==> config.mk <==
export PLATFORM = sky130hd
export DESIGN_NAME = uart_tx_arbiter
export DESIGN_NICKNAME = d
export VERILOG_FILES = /design/src/rtl/uart_proto_pkg.sv /design/src/rtl/uart_tx_arbiter_rr_select.sv /design/src/rtl/uart_tx_arbiter.sv
export SDC_FILE = /design/constraint.sdc
export NUM_CORES = 1
export LEC_CHECK = 0
export ABC_AREA = 1
export CAP_MARGIN = 20
export CORE_MARGIN = 2
export CORE_UTILIZATION = 47
export CTS_CLUSTER_SIZE = 40
export DETAILED_ROUTE_END_ITERATION = 16
export PLACE_DENSITY = 0.76
export SYNTH_ARGS = -nofsm -noshare
export SYNTH_HDL_FRONTEND = slang
export SYNTH_HIERARCHICAL = 1
export SYNTH_SLANG_ARGS = --single-unit
==> constraint.sdc <==
create_clock -name clk -period 5.3 [get_ports clk]
set_input_delay 0.795 -clock clk [delete_from_list [all_inputs] [get_ports clk]]
set_output_delay 0.795 -clock clk [all_outputs]
set_load 0.02 [all_outputs]
==> src/rtl/uart_proto_pkg.sv <==
// Shared UART protocol definitions: framing bytes, destination and command codes,
// and the TX arbiter state/beat types.
package uart_proto_pkg;

    localparam logic [7:0] START_OF_MSG = 8'hAA;
    localparam logic [7:0] END_OF_MSG   = 8'hFF;

    localparam logic [7:0] PC_TO_FPGA   = 8'h01;
    localparam logic [7:0] FPGA_TO_PC   = 8'h10;

    localparam logic [7:0] CMD_READ     = 8'h11;
    localparam logic [7:0] CMD_WRITE    = 8'h21;
    localparam logic [7:0] CMD_STATUS   = 8'h31;

    localparam int GRANT_W = 3;

    typedef enum logic [1:0] {
        IDLE,
        XFER,
        DRAIN
    } arb_state_e;

    typedef struct packed {
        logic [7:0] data;
        logic       last;
    } axis_beat_t;

endpackage

==> src/rtl/uart_tx_arbiter_rr_select.sv <==
// Combinational round-robin pick: first set request at or above ptr, modulo N.
// Expects ptr < N.
module rr_select #(
    parameter int N     = 2,
    parameter int IDX_W = (N > 1) ? $clog2(N) : 1
) (
    input  logic [N-1:0]     req,
    input  logic [IDX_W-1:0] ptr,
    output logic [IDX_W-1:0] idx,
    output logic             any
);

    logic [2*N-1:0] rot;
    int             pos;

    // Rotating the doubled vector puts the request at ptr on bit 0.
    assign rot = {req, req} >> ptr;

    always_comb begin
        idx = '0;
        any = 1'b0;
        pos = 0;
        for (int k = 0; k < N; k++) begin
            if (!any && rot[k]) begin
                any = 1'b1;
                pos = int'(ptr) + k;
                if (pos >= N) pos = pos - N;
                idx = IDX_W'(pos);
            end
        end
    end

endmodule

==> src/rtl/uart_tx_arbiter.sv <==
// Frame-level round-robin arbiter onto the single UART TX byte stream, with a
// watchdog that reclaims the channel from a source that stalls mid-frame.
module uart_tx_arbiter
    import uart_proto_pkg::*;
#(
    parameter int N_REQ   = 2,
    parameter int TIMEOUT = 1_000_000
) (
    input  logic               clk,
    input  logic               rst_n,
    input  logic [8*N_REQ-1:0] s_axis_tdata,
    input  logic [N_REQ-1:0]   s_axis_tvalid,
    input  logic [N_REQ-1:0]   s_axis_tlast,
    output logic [N_REQ-1:0]   s_axis_tready,
    output logic [7:0]         uart_tx_axis_tdata,
    output logic               uart_tx_axis_tvalid,
    input  logic               uart_tx_axis_tready,
    output logic [2:0]         grant_id,
    output logic               busy,
    output logic               timeout_err
);

    localparam int              WD_W   = $clog2(TIMEOUT);
    localparam logic [WD_W-1:0] WD_MAX = WD_W'(TIMEOUT - 1);

    arb_state_e           state_q, state_d;
    logic [GRANT_W-1:0]   grant_q, grant_d;
    logic [GRANT_W-1:0]   rr_ptr_q, rr_ptr_d;
    logic [GRANT_W-1:0]   pick_idx;
    logic                 pick_any;
    logic                 busy_q, busy_d;
    logic                 tmo_q, tmo_d;
    logic                 out_vld_q, out_vld_d;
    axis_beat_t           out_q, out_d;
    logic [WD_W-1:0]      wd_q, wd_d;

    logic [N_REQ-1:0][7:0] src_bytes;
    logic                  src_vld, src_last;
    logic [7:0]            src_data;
    logic                  out_ready, src_hs, out_hs, stall;

    rr_select #(.N(N_REQ), .IDX_W(GRANT_W)) u_rr_select (
        .req (s_axis_tvalid),
        .ptr (rr_ptr_q),
        .idx (pick_idx),
        .any (pick_any)
    );

    assign src_bytes = s_axis_tdata;

    always_comb begin
        src_vld  = 1'b0;
        src_last = 1'b0;
        src_data = '0;
        for (int i = 0; i < N_REQ; i++) begin
            if (grant_q == GRANT_W'(i)) begin
                src_vld  = s_axis_tvalid[i];
                src_last = s_axis_tlast[i];
                src_data = src_bytes[i];
            end
        end
    end

    // Output register is a one-deep skid: refill in the same cycle it drains.
    assign out_ready = !out_vld_q || uart_tx_axis_tready;
    assign out_hs    = out_vld_q && uart_tx_axis_tready;
    assign src_hs    = (state_q == XFER) && src_vld && out_ready;
    assign stall     = (state_q == XFER) && !src_vld && !out_vld_q;

    for (genvar g = 0; g < N_REQ; g++) begin : g_rdy
        assign s_axis_tready[g] = (state_q == XFER) && (grant_q == GRANT_W'(g)) && out_ready;
    end

    always_comb begin
        state_d   = state_q;
        grant_d   = grant_q;
        rr_ptr_d  = rr_ptr_q;
        busy_d    = busy_q;
        tmo_d     = 1'b0;
        out_vld_d = out_vld_q;
        out_d     = out_q;
        wd_d      = wd_q;

        if (out_hs) out_vld_d = 1'b0;

        unique case (state_q)
            IDLE: begin
                wd_d = '0;
                if (pick_any) begin
                    grant_d  = pick_idx;
                    rr_ptr_d = (pick_idx == GRANT_W'(N_REQ - 1)) ? '0 : pick_idx + 3'd1;
                    busy_d   = 1'b1;
                    state_d  = XFER;
                end
            end
            XFER: begin
                if (src_hs) begin
                    out_d.data = src_data;
                    out_d.last = src_last;
                    out_vld_d  = 1'b1;
                    wd_d       = '0;
                    if (src_last) state_d = DRAIN;
                end else if (stall) begin
                    // Only source starvation counts; a full output register means downstream backpressure.
                    if (wd_q == WD_MAX) begin
                        tmo_d   = 1'b1;
                        busy_d  = 1'b0;
                        wd_d    = '0;
                        state_d = IDLE;
                    end else begin
                        wd_d = wd_q + 1'b1;
                    end
                end
            end
            DRAIN: begin
                if (out_hs && out_q.last) begin
                    busy_d  = 1'b0;
                    state_d = IDLE;
                end
            end
            default: state_d = IDLE;
        endcase
    end

    always_ff @(posedge clk or negedge rst_n) begin
        if (!rst_n) begin
            state_q   <= IDLE;
            grant_q   <= '0;
            rr_ptr_q  <= '0;
            busy_q    <= 1'b0;
            tmo_q     <= 1'b0;
            out_vld_q <= 1'b0;
            out_q     <= '0;
            wd_q      <= '0;
        end else begin
            state_q   <= state_d;
            grant_q   <= grant_d;
            rr_ptr_q  <= rr_ptr_d;
            busy_q    <= busy_d;
            tmo_q     <= tmo_d;
            out_vld_q <= out_vld_d;
            out_q     <= out_d;
            wd_q      <= wd_d;
        end
    end

    assign uart_tx_axis_tdata  = out_q.data;
    assign uart_tx_axis_tvalid = out_vld_q;
    assign grant_id            = grant_q;
    assign busy                = busy_q;
    assign timeout_err         = tmo_q;

endmodule

==> flow_summary_export.csv <==
group,metric,value,unit
clock_tree,cts_buffers,5,
sta,worst_pin_slew,0.872,ns
synthesis,avgSynthCellArea,7.41,sq um
sta,tns,0,ns
synthesis,synth-edff-count,0,
die,design.core.area,5110,sq um
clock_tree,cts_tree,"yes",
synthesis,synth_top_cell_area_share,40.2,%
grt,antenna_found_initial,0,
die,die_height,76.8,um
synthesis,synth_commonest_cells,"67 x nand2_1, 51 x nor2_1, 40 x dfrtp_1, 40 x nand3_1, 37 x inv_1",
routing,firstDrtPassIters,5,
power,power_switching,774,uW
finish,drive_above_1_share,5.46,%
sta,hold_viol,0,
clock_tree,cts.clk_slew.worst_paths,0.07,ns
synthesis,synth-seq-area-share,40.2,%
sta,finalMaxSlewViolations,0,
min_path,hp-class,"reg -> reg",
synthesis,yosysTopAreaCell,"dfrtp_1",
grt,grt_pass1_vias,2192,
power,vdd_drop_max,0.341,mV
routing,remaining_drc_errors,0,
clock_tree,ctsHoldBuffers,0,
worst_setup_path,cp_max_fo,3,
finish,nFillCells,496,
synthesis,syn_nets,366,
die,start_util,48.7,%
clock_tree,numClockSinks,40,
synthesis,synth_warnings,6,
worst_setup_path,r2r-end,"wd_q[16]$_DFFE_PN0P_",
routing,drt-total-wl,5230,um
sta,max_freq,311,MHz
routing,drt-initial-drc-count,101,
sta,clock-skew-final,0.00633,ns
die,die_x,76.8,um
worst_setup_path,worstPathArrival,2.42,ns
clock_tree,cts_buffer_depth,2,
synthesis,synth_seq_cells,40,
worst_setup_path,crit_path_max_incr_delay,0.64,ns
power,power.share.sequential,28.0,%
sta,finalCritPeriodShare,60.6,%
routing,avgRoutedWirePerCell,12.0,um
grt,gr-usage-all-layers,19.5,%
worst_setup_path,slowest_stage,"clkdlybuf4s50_1",
worst_setup_path,cp_num_buf_inv,3,
worst_setup_path,cp.required,4.51,ns
worst_setup_path,critical_path_class,"in -> out",
clock_tree,cts_resized,0,
clock_tree,postCtsSetupRepairBufs,0,
worst_setup_path,cpLargestDelayFamily,"buffers and inverters",
synthesis,yosysMostFrequentCell,"nand2_1",
grt,grt_max_degree,41,
worst_setup_path,worstPathCellList,"clkdlybuf4s50_1 -> nor2_1 -> nor2_1 -> inv_1 -> nor4_1 -> clkdlybuf4s50_1",
worst_setup_path,crit_path_end_kind,"output port",
clock_tree,insertion_delay,0.29,ns
clock_tree,cts_root_buf,"clkbuf_8",
worst_setup_path,startpoint_type,"input port",
power,total_power,1.65,mW
die,design.die.area,5890,sq um
worst_setup_path,crit_cells,6,
power,internal_power,872,uW
placement,postPlaceCellArea,2830,sq um
clock_tree,htree_levels,2,
grt,overflow,0,
synthesis,syn_area,2490,sq um
worst_setup_path,ff2ff_path_depth,8,
finish,areaGrowthSynthToFinish,18.7,%
worst_setup_path,r2r_setup_slack,2.54,ns
worst_setup_path,r2r-start,"grant_id[2]$_DFFE_PN0P_",
placement,dpl.hpwl,3850,um
routing,dr_total_vias,2244,
power,pwr_density_cell,557,nW/um^2
routing,ant_nets,0,
sta,min_period,3.21,ns
outcome,run_status,"completed",
finish,final_area,2950,sq um
flow_run,maxCapViolCount,0,
worst_setup_path,setup.worst_path.end,"s_axis_tready[0]",
finish,postLayoutCoreUtil,57.8,%
grt,grt_pass1_wl,9450,um
sta,relSlewSlack,41.8,%
routing,via_per_inst,5.15,
die,boundaryPins,39,
power,swShare,47.0,%
finish,nets,395,
synthesis,synthArstFlopShare,100,%
sta,setup_viol,0,
synthesis,synthFlopType,"dfrtp_1",
synthesis,yosysUniqueCellTypes,31,
synthesis,synthCells,336,
power,clock_power_share,16.6,%
finish,antennaDiodeCount,0,
synthesis,synth_area_leaders,"dfrtp_1 40%, nand2_1 10%, nand3_1 8.0%, nor2_1 7.7%, inv_1 5.6%",
power,p_comb_share,55.5,%
sta,rsz0062_at_grt,"false",
die,row_count,26,
power,p_leak,1.34,nW
worst_setup_path,crit_start,"uart_tx_axis_tready",
placement,gp_congestion,0.875,
placement,portBuffers,38,
[final cells by class]
class                      instances  area (sq um)  share of cell area, %
sequential                        40          1000                   33.9
multi-input combinational        241          1220                   41.2
clock inverter                     1          30.0                   1.02
inverter                          39           146                   4.96
clock buffer                       7          96.3                   3.26
timing repair buffer              38           375                   12.7
tap                               70          87.6                   2.96
[worst reg2reg max path: cells and delay by family (launching register included)]
kind | cells | cell delay [ns]
simple gates | 6 | 1.46
compound gates | 1 | 0.57
flops | 1 | 0.44
buf+inv | 1 | 0.18
[worst min-delay path by stage]
stage / start / cells past startpoint / to / slack (ns)
after floorplan: out_q[0]$_DFFE_PN0P_ / 2 / out_q[0]$_DFFE_PN0P_ / 0.47
after detailed placement: busy$_DFFE_PN0P_ / 2 / busy$_DFFE_PN0P_ / 0.48
after global routing: busy$_DFFE_PN0P_ / 2 / busy$_DFFE_PN0P_ / 0.54
after global placement: busy$_DFFE_PN0P_ / 2 / busy$_DFFE_PN0P_ / 0.47
final: busy$_DFFE_PN0P_ / 2 / busy$_DFFE_PN0P_ / 0.50
after CTS: busy$_DFFE_PN0P_ / 2 / busy$_DFFE_PN0P_ / 0.51
[per-layer routing]
| layer | track usage, % | vias up | wire, um |
|---|---|---|---|
| li1 | - | 1154 | - |
| met1 | 24.9 | 1046 | 2480 |
| met2 | 31.8 | 37 | 2460 |
| met3 | 3.53 | 7 | 187 |
| met4 | 9.27 | 0 | 97 |
| met5 | 0 | - | 0 |
[metrics by stage]
| step | hold WS [ns] | cells | setup WS, ns |
|---|---|---|---|
| 3_3_place_gp | 0.470 | 428 | 2.10 |
| 5_1_grt | 0.538 | 436 | 1.97 |
| 4_1_cts | 0.509 | 436 | 2.07 |
| 6_report | 0.499 | 436 | 2.09 |
| 2_1_floorplan | 0.466 | 336 | 2.81 |
| 3_5_place_dp | 0.480 | 428 | 2.08 |
[kinds of logic after synthesis]
family / share of synthesized area, %
buffers and inverters: 10.9
xor gates and xnor gates: 1.06
AOI/OAI and AO/OA: 10.0
and+or+nand+nor: 34.3
adders and majority gates: 3.52
DFF: 40.2
[cell usage in the layout (no fill, tap or decap), types with 2 or more instances in the layout]
cell type        synthesis  routed
nand2_1                 67      67
nor2_1                  51      51
nand3_1                 40      40
dfrtp_1                 40      40
inv_1                   37      37
clkdlybuf4s50_1          0      37
o21ai_0                 13      13
a21oi_1                 13      13
nand4_1                 10      10
a31oi_1                  8       8
nor3_1                   7       7
ha_1                     7       7
clkbuf_8                 0       7
nand2_2                  3       3
o21ai_1                  3       3
xor2_1                   3       3
nor4_1                   2       2
nand3_4                  2       2
inv_2                    2       2
o21bai_1                 2       2
[power by group through the flow]
stage / clock (mW) / sequential (mW) / combinational [mW]
final: 0.273 / 0.460 / 0.913
after global routing: 0.290 / 0.475 / 1.04
after CTS: 0.278 / 0.461 / 0.920
after detailed placement: 0 / 0.467 / 0.915
after global placement: 0 / 0.463 / 0.901
after floorplan: 0 / 0.462 / 0.738
[sequential cells by signal, summed over array words and instances, names as in the netlist, 2 cells and up]
| signal | cells |
|---|---|
| grant_id | 3 |
| rr_ptr_q | 3 |
| wd_q | 20 |
| uart_tx_axis_tdata | 8 |
| state_q | 2 |
Power figures use the tool's default switching activity.
